==> config.mk <==
export PLATFORM = sky130hd
export DESIGN_NAME = fast_arc_detector
export DESIGN_NICKNAME = d
export VERILOG_FILES = /design/src/rtl/fast_pkg.sv /design/src/rtl/fast_arc_check.sv /design/src/rtl/fast_arc_detector.sv
export SDC_FILE = /design/constraint.sdc
export NUM_CORES = 2
export LEC_CHECK = 0
export CELL_PAD_IN_SITES_DETAIL_PLACEMENT = 1
export CELL_PAD_IN_SITES_GLOBAL_PLACEMENT = 1
export CORE_UTILIZATION = 40
export DETAILED_ROUTE_END_ITERATION = 12
export PLACE_DENSITY_LB_ADDON = 0.2
export SKIP_CTS_REPAIR_TIMING = 1
export SLEW_MARGIN = 15
export SYNTH_ARGS = -nofsm -noshare
export SYNTH_HDL_FRONTEND = slang
export SYNTH_SLANG_ARGS = --single-unit
==> constraint.sdc <==
create_clock -name clk -period 4.06 [get_ports clk]
set_input_delay 1.015 -clock clk [delete_from_list [all_inputs] [get_ports clk]]
set_output_delay 1.015 -clock clk [all_outputs]
set_load 0.01 [all_outputs]
==> src/rtl/fast_pkg.sv <==
// Shared constants and helpers for the FAST segment-test pipeline.
package fast_pkg;

    localparam int N_RING  = 16;
    localparam int ARC_MIN = 9;
    localparam int ARC_MAX = 12;

    // Mask of len consecutive circle positions starting at start, wrapping past 15.
    function automatic logic [N_RING-1:0] ring_mask(input int start, input int len);
        logic [N_RING-1:0] m;
        logic [3:0]        idx;
        m = '0;
        for (int k = 0; k < N_RING; k++) begin
            idx = 4'((start + k) % N_RING);
            if (k < len)
                m[idx] = 1'b1;
        end
        return m;
    endfunction

    function automatic bit arc_len_ok(input int len);
        return (len >= ARC_MIN) && (len <= ARC_MAX);
    endfunction

endpackage

==> src/rtl/fast_arc_check.sv <==
// Flags whether a 16-position class vector holds ARC_LEN contiguous set bits, with wrap.
module fast_arc_check
    import fast_pkg::*;
#(
    parameter int ARC_LEN = 9
) (
    input  logic [N_RING-1:0] cls,
    output logic              any_arc
);

    logic [N_RING-1:0] arc;

    for (genvar s = 0; s < N_RING; s++) begin : g_start
        localparam logic [N_RING-1:0] MASK = ring_mask(s, ARC_LEN);
        assign arc[s] = &(cls | ~MASK);
    end

    assign any_arc = |arc;

endmodule

==> src/rtl/fast_arc_detector.sv <==
// FAST segment test: classify 16 circle neighbours, detect a contiguous arc,
// score by SAD and count features per frame. Four-beat pipeline gated by tvalid_in.
module fast_arc_detector
    import fast_pkg::*;
#(
    parameter int PIX_W   = 8,
    parameter int ARC_LEN = 9,
    parameter int CNT_W   = 16
) (
    input  logic                      clk,
    input  logic                      rst_n,
    input  logic                      tvalid_in,
    input  logic                      in_h_sync,
    input  logic                      in_v_sync,
    input  logic                      in_data_en,
    input  logic [PIX_W-1:0]          threshold,
    input  logic [PIX_W-1:0]          center,
    input  logic [N_RING*PIX_W-1:0]   ring,
    output logic                      o_h_sync,
    output logic                      o_v_sync,
    output logic                      o_data_en,
    output logic                      feature_val,
    output logic                      feature_pol,
    output logic [PIX_W+3:0]          feature_score,
    output logic [N_RING*PIX_W-1:0]   o_abs,
    output logic [CNT_W-1:0]          frame_feat_cnt,
    output logic                      frame_cnt_valid
);

    localparam int LAT = 4;
    localparam int DW  = PIX_W + 1;
    localparam int PW  = PIX_W + 2;
    localparam int SW  = PIX_W + 4;
    localparam logic [PIX_W-1:0] PIX_ONE = 1;
    localparam logic [CNT_W-1:0] CNT_ONE = 1;

    if (!arc_len_ok(ARC_LEN)) begin : g_arc_len_bad
        $error("fast_arc_detector: ARC_LEN %0d outside %0d..%0d", ARC_LEN, ARC_MIN, ARC_MAX);
    end

    logic signed [DW-1:0]  diff_c    [N_RING];
    logic signed [DW-1:0]  s1_diff   [N_RING];
    logic [N_RING-1:0]     bright_c, dark_c;
    logic [PIX_W-1:0]      abs_c     [N_RING];
    logic [N_RING-1:0]     s2_bright, s2_dark;
    logic [PIX_W-1:0]      s2_abs    [N_RING];
    logic                  any_b_c, any_d_c;
    logic [PW-1:0]         part_c    [4];
    logic                  s3_any_b, s3_any_d;
    logic [PW-1:0]         s3_part   [4];
    logic [PIX_W-1:0]      s3_abs    [N_RING];
    logic [SW-1:0]         score_c;
    logic [LAT-1:0]        hs_dl, vs_dl, de_dl;
    logic signed [DW-1:0]  thr_pos, thr_neg;

    assign thr_pos = $signed({1'b0, threshold});
    assign thr_neg = -thr_pos;

    for (genvar i = 0; i < N_RING; i++) begin : g_pix
        assign diff_c[i]   = $signed({1'b0, ring[i*PIX_W +: PIX_W]}) - $signed({1'b0, center});
        assign bright_c[i] = (s1_diff[i] >= thr_pos);
        assign dark_c[i]   = (s1_diff[i] <= thr_neg);
        // Diff never reaches -2^PIX_W, so the low PIX_W bits of the negation are exact.
        assign abs_c[i]    = s1_diff[i][DW-1] ? (~s1_diff[i][PIX_W-1:0] + PIX_ONE)
                                              : s1_diff[i][PIX_W-1:0];
    end

    fast_arc_check #(.ARC_LEN(ARC_LEN)) u_arc_bright (
        .cls     (s2_bright),
        .any_arc (any_b_c)
    );

    fast_arc_check #(.ARC_LEN(ARC_LEN)) u_arc_dark (
        .cls     (s2_dark),
        .any_arc (any_d_c)
    );

    for (genvar j = 0; j < 4; j++) begin : g_part
        assign part_c[j] = PW'(s2_abs[4*j])   + PW'(s2_abs[4*j+1])
                         + PW'(s2_abs[4*j+2]) + PW'(s2_abs[4*j+3]);
    end

    assign score_c = SW'(s3_part[0]) + SW'(s3_part[1]) + SW'(s3_part[2]) + SW'(s3_part[3]);

    always_ff @(posedge clk or negedge rst_n) begin
        if (!rst_n) begin
            for (int i = 0; i < N_RING; i++) begin
                s1_diff[i] <= '0;
                s2_abs[i]  <= '0;
                s3_abs[i]  <= '0;
            end
            for (int j = 0; j < 4; j++)
                s3_part[j] <= '0;
            s2_bright     <= '0;
            s2_dark       <= '0;
            s3_any_b      <= 1'b0;
            s3_any_d      <= 1'b0;
            feature_val   <= 1'b0;
            feature_pol   <= 1'b0;
            feature_score <= '0;
            o_abs         <= '0;
            hs_dl         <= '0;
            vs_dl         <= '0;
            de_dl         <= '0;
        end else if (tvalid_in) begin
            for (int i = 0; i < N_RING; i++) begin
                s1_diff[i] <= diff_c[i];
                s2_abs[i]  <= abs_c[i];
                s3_abs[i]  <= s2_abs[i];
                o_abs[i*PIX_W +: PIX_W] <= s3_abs[i];
            end
            for (int j = 0; j < 4; j++)
                s3_part[j] <= part_c[j];
            s2_bright     <= bright_c;
            s2_dark       <= dark_c;
            s3_any_b      <= any_b_c;
            s3_any_d      <= any_d_c;
            feature_val   <= s3_any_b | s3_any_d;
            feature_pol   <= s3_any_b;
            feature_score <= (s3_any_b | s3_any_d) ? score_c : '0;
            hs_dl         <= {hs_dl[LAT-2:0], in_h_sync};
            vs_dl         <= {vs_dl[LAT-2:0], in_v_sync};
            de_dl         <= {de_dl[LAT-2:0], in_data_en};
        end
    end

    assign o_h_sync  = hs_dl[LAT-1];
    assign o_v_sync  = vs_dl[LAT-1];
    assign o_data_en = de_dl[LAT-1];

    logic             vs_prev;
    logic [CNT_W-1:0] run_cnt;
    logic [CNT_W-1:0] run_inc;
    logic             hit;
    logic             v_edge;

    assign hit     = o_data_en & feature_val;
    assign v_edge  = o_v_sync & ~vs_prev;
    assign run_inc = (&run_cnt) ? run_cnt : run_cnt + CNT_ONE;

    always_ff @(posedge clk or negedge rst_n) begin
        if (!rst_n) begin
            vs_prev         <= 1'b0;
            run_cnt         <= '0;
            frame_feat_cnt  <= '0;
            frame_cnt_valid <= 1'b0;
        end else begin
            frame_cnt_valid <= 1'b0;
            if (tvalid_in) begin
                vs_prev <= o_v_sync;
                if (v_edge) begin
                    frame_feat_cnt  <= run_cnt;
                    frame_cnt_valid <= 1'b1;
                    run_cnt         <= hit ? CNT_ONE : '0;
                end else if (hit) begin
                    run_cnt <= run_inc;
                end
            end
        end
    end

endmodule

* Word level (Yosys, flattened, before mapping)
Cells that the tools add are included.
** Word-level totals
- Bits of input ports :: 150
- Register bits after elaboration :: 662
- Logic and storage cells :: 230
- Memories kept :: 0
- Output and inout port bits :: 162
- Bits in latches :: 0
- Memory bits (writable) :: 0
- Bits in read-only memories :: 0
** Operators by class
- Mux-type cells :: 23
- Shift operators :: 0
- Div/mod/pow operators :: 0
- Magnitude comparators :: 32
- Reductions and logical operators :: 38
- Equality and inequality tests :: 1
- $add $sub $neg :: 49
- Multiply operators :: 0
- Bitwise gates (word level) :: 20
** Operator list (number)
- AND reduction 9 bit :: 32
- greater-or-equal comparator 9 bit :: 16
- <= comparator 9 bit :: 16
- subtractor 8 x 8 -> 9 bit :: 16
- adder 8 x 1 -> 8 bit (second input constant) :: 16
- 2-to-1 mux 8 bit :: 16
- NOT 8 bit :: 16
- 2-to-1 mux 16 bit :: 3
- adder 10 x 8 -> 10 bit :: 4
- adder 9 x 8 -> 10 bit :: 4
- adder 8 x 8 -> 9 bit :: 4
- OR reduction 16 bit :: 2
- adder 16 x 1 -> 16 bit (second input constant) :: 1
- AND reduction 16 bit :: 1
- adder 11 x 10 -> 12 bit :: 1
- adder 12 x 10 -> 12 bit :: 1
- 2-to-1 mux 12 bit :: 1
- adder 10 x 10 -> 11 bit :: 1
- negator 8 -> 9 bit :: 1
- 2-to-1 mux 1 bit :: 3
- AND reduction 3 bit :: 1
- bitwise AND 1 bit :: 2
- inequality test 2 bit (second input constant) :: 1
- AND reduction 2 bit :: 1
- 3 further kinds :: 3

* Longest topological paths before layout
- Depth after elaboration :: 4
- Gate-level depth with buffers :: 12
- Depth with buffers taken out :: 12

* Modules after synthesis
A second synthesis with hierarchy kept.
** Second synthesis, totals
- Cells, all modules :: 3994
- Area total of the unflattened synthesis :: 41863.9 sq um
** Modules (own cells, without submodules)
- fast_arc_detector :: times used 1, seq. area each 16565.9 sq um, cells each 3940, area each 41566.1 sq um
- fast_arc_check :: times used 2, seq. area each 0.0 sq um, cells each 27, area each 148.9 sq um

* Worst setup path before layout
No wires, ideal clock.
- Kind :: input port to flip-flop
- From :: input port threshold[1]
- To :: register s2_dark[9]
- Cell stages on the path :: 10
- Required time :: 3.965 ns
- Arrival time :: 4.006 ns
- Buffers on the path :: 0
- Path slack :: -0.041 ns
- Library setup time :: 0.095 ns
- Path through :: inv_1 > ha_1 > nand4_1 > xnor2_1 > ha_1 > a21o_1 > a211o_1 > a2111oi_0 > nor3b_1 > o31ai_1
** On the way
- Word-level cells in the longest chain between the ends :: 2
** Ends and longest elaborated chain
- start, declared :: RTL line fast_arc_detector.sv:16 : input logic [PIX_W-1:0] threshold,
- negator 8 -> 9 bit :: RTL line fast_arc_detector.sv:57 : assign thr_neg = -thr_pos;
- <= comparator 9 bit :: RTL line fast_arc_detector.sv:62 : assign dark_c[i] = (s1_diff[i] <= thr_neg);
- end signal, assigned :: RTL line fast_arc_detector.sv:115 : s2_dark <= dark_c;
- end, declared :: RTL line fast_arc_detector.sv:45 : logic [N_RING-1:0] s2_bright, s2_dark;
Every way passes these cells.
A chain may end at the register's enable or synchronous reset.

* Worst setup path in the final report
- From :: input port threshold[0]
- To :: register s2_dark[9]
The elaborated chain is that of the path after synthesis.

==> reports/metrics.csv <==
stage,metric,value,unit
setup_path,CP cell instances,clkdlybuf4s50_1 -> inv_1 -> ha_1 -> xor2_2 -> ha_1 -> a21o_1 -> a21o_1 -> a2111oi_0 -> nor3b_1 -> o31ai_1,
die,Starting Density,0.403,
setup_path,WP buf/inv,2,
power_and_ir_drop,"IR drop worst, VDD",0.577,mV
clock_network,TritonCTS clock tree,done,
run_status,status,"complete, no violations",
sta,period utilization,0.853,
sta,Rel. slew slack,0.234,
setup_path,Top delay family on crit path,compound AO/OA/AOI/OAI gates,
layout,Area Overhead vs Synth,18.3,%
global_routing,largest net degree at the start of global routing,126,
sta,Worst-Margin Slew,1.15,ns
die,core area,105000,um^2
layout,antenna cells,0,
route,Via density,5.66,
setup_path,startpoint types,input port,
clock_network,Clock Latency Late Sink,0.64,ns
route,DR vias,33100,
clock_network,clk sinks,662,
layout,layout cells sized above 1,0.119,
route,first drt pass iteration count,5,
route,Routed Antenna Nets,0,
logic_synthesis,Synth cell types,68,
clock_network,H-tree Lvls,3,
setup_path,CP Capture Type,register,
power_and_ir_drop,pwr/cell area,696,nW/um^2
layout,Layout Utilization,0.477,
global_routing,all-layer global routing usage,0.258,
setup_path,CP peak stage delay,0.60,ns
logic_synthesis,post-synth net total,4780,
logic_synthesis,mapped cell area,42400,um^2
clock_network,Max Buffers Root-to-Sink,3,
layout,Layout Nets,5093,
logic_synthesis,top_reg_cell synth,dfrtp_1,
logic_synthesis,Post-Syn Area per Cell,10.4,um^2
die,die width,328,um
logic_synthesis,"flops & latches, synth",662,
placed_design,DP Wirelength,103,mm
flow_run,Max-Cap Viols,0,
setup_path,crit path kind,in -> reg,
sta,f_max,0.289,GHz
sta,Max Slew Vio Count,0,
logic_synthesis,asr flop ratio synth,1.00,
setup_path,Max Fanout on Critical Path,7,
die,# IOs,312,
sta,RSZ-0062 raised after global routing,no,
sta,# setup viols final,0,
route,drt drc,0,
global_routing,vias in the first global route,34100,
logic_synthesis,sequential-to-total area share from yosys stat,0.390,
hold_path,HP Class,in -> async,
route,wire per inst,23.6,um
die,Die Y,328,um
placed_design,pre-CTS setup slack,-0.0437,ns
route,1st-iter DRT viols,2371,
logic_synthesis,number of enable flip-flop cells after synthesis,0,
power_and_ir_drop,Leak,22.5,nW
die,Row Count,119,
logic_synthesis,Synth Warn #,0,
placed_design,gpl congestion,0.887,
sta,crit path time final,3.46,ns
clock_network,Clock Tree Root,clkbuf_16,
sta,"Hold Vio Cnt, Final",0,
route,drt total wl,138,mm
die,Die Area,107000,um^2
global_routing,grt ovf,0,
clock_network,clk slew on worst S/H paths,0.06,ns
setup_path,Critical Path AT,4.02,ns
placed_design,Port Buffers,311,
setup_path,WP data required,4.62,ns
sta,clk_skew,0.0259,ns
setup_path,critical path's slowest cell,clkdlybuf4s50_1,
sta,Final WS setup,0.595,ns
global_routing,first-pass GRT wire length,212,mm
logic_synthesis,Cells after Synth,4081,
global_routing,antenna violations before repair,5,
clock_network,CTS Buf Count,78,
-- worst paths after layout --
path,cells after the start,slack (ns),end,startpoint
min in group clk,2,0.48,frame_feat_cnt[8]$_DFFE_PN0P_,frame_feat_cnt[8]$_DFFE_PN0P_
min,1,0.37,frame_feat_cnt[8]$_DFFE_PN0P_,rst_n
min reg2reg,2,0.48,frame_feat_cnt[8]$_DFFE_PN0P_,frame_feat_cnt[8]$_DFFE_PN0P_
max in group asynchronous,2,2.68,s1_diff[109]$_DFFE_PN0P_,rst_n
max,10,0.60,s2_dark[9]$_DFFE_PN0P_,threshold[0]
max reg2reg,11,0.60,s3_part[39]$_DFFE_PN0P_,s2_abs[97]$_DFFE_PN0P_
-- cell families after synthesis --
logic type,synth area share
buf+inv,0.0438
xor+xnor,0.0281
compound gates,0.137
simple gates,0.128
mux,0.0934
flops,0.390
fa+ha+maj,0.180
-- worst register-to-register path, cell delays in order, from the launching register on --
cell     delay [ns]
dfrtp_1        0.38
inv_1          0.07
fa_1           0.52
fa_1           0.55
inv_1          0.05
ha_1           0.24
fa_1           0.43
a21o_1         0.19
a21oi_1        0.28
o21ai_0        0.13
and3b_1        0.20
o41a_1         0.31
-- metrics by stage --
stage	std cells	power, mW	TNS [ns]	hold WS (ns)	instance area (um^2)
global placement	5705	26.8	0	0.461	47500
detailed placement	5705	27.4	-0.0879	0.470	47500
finish	5842	34.9	0	0.368	50200
floorplan	4081	21.2	0	0.449	42400
global route	5842	37.6	0	0.387	50200
CTS	5842	35.2	0	0.361	50200
-- synth_stat cells (17+ instances only) --
library cell / n / area [um^2]
buf_2: 62 / 310
xnor2_1: 71 / 622
o31ai_1: 74 / 556
nand4_1: 61 / 382
o21a_1: 40 / 300
a21oi_1: 265 / 1330
nand2b_1: 33 / 206
nor3_1: 96 / 480
ha_1: 449 / 5620
dfrtp_1: 662 / 16600
nor4b_1: 44 / 385
inv_1: 330 / 1240
o2bb2ai_1: 18 / 158
nor3b_1: 37 / 278
o41ai_1: 31 / 272
a211oi_1: 34 / 255
nand3b_1: 35 / 263
and3_1: 21 / 131
mux2i_1: 45 / 450
a21o_1: 65 / 488
a2111o_1: 17 / 191
o311ai_0: 33 / 289
nor2b_1: 102 / 638
nor2_1: 237 / 890
nand2_1: 179 / 672
mux2_2: 312 / 3510
fa_1: 100 / 2000
or4_1: 19 / 143
nand3_1: 68 / 340
or3_1: 52 / 325
xor2_1: 65 / 569
clkbuf_1: 68 / 255
o21ai_0: 176 / 881
-- routing by layer --
| metal | vias up | global-route usage | wire (um) |
|---|---|---|---|
| li1 | 15400 | - | - |
| met1 | 16800 | 0.374 | 66400 |
| met2 | 666 | 0.406 | 62600 |
| met3 | 164 | 0.0313 | 6090 |
| met4 | 2 | 0.0653 | 3110 |
| met5 | - | 0 | 13 |
-- layout make-up --
cell class | count | area (um^2)
clock inverter | 35 | 533
sequential | 662 | 16600
clock buffer | 102 | 2180
multi-input combinational | 2945 | 24000
tap | 1391 | 1740
inverter | 331 | 1250
timing repair buffer | 376 | 3860
fill | 11400 | 55100
-- layout by cell type (no fill, tap or decap), types with 21 or more instances in the layout --
master           instances
fa_1                   100
nand3_1                 68
and3_1                  21
nand3b_1                35
nor2b_1                102
inv_1                  330
a21oi_1                265
mux2i_1                 45
o21ai_0                176
o41ai_1                 31
nand2_1                179
xnor2_1                 67
a21o_1                  65
xor2_1                  64
dfrtp_1                662
ha_1                   449
or3_1                   52
o31ai_1                 74
nor4b_1                 44
nand2b_1                33
o21a_1                  40
mux2_2                 312
clkdlybuf4s50_1        308
nand4_1                 61
o311ai_0                33
nor3_1                  95
a211oi_1                34
nor3b_1                 37
nor2_1                 237
clkbuf_16               79
buf_4                   45
-- power by group --
part           switching (mW)  internal, mW
combinational            8.90          7.73
clock                    3.02          4.51
sequential               2.19          8.57
total                    14.1          20.8
-- registers in the layout, summed over array words and instances (netlist names) --
register and count:
hs_dl 4, vs_dl 4, s3_any_b 1, s3_part 40, feature_score 12, s1_diff 144
vs_prev 1, s2_abs 128, s2_bright 16, frame_feat_cnt 16, feature_val 1, frame_cnt_valid 1
o_abs 128, run_cnt 16, s3_any_d 1, feature_pol 1, de_dl 4, s2_dark 16
s3_abs 128
No activity file was read; power rests on OpenSTA's default activity.
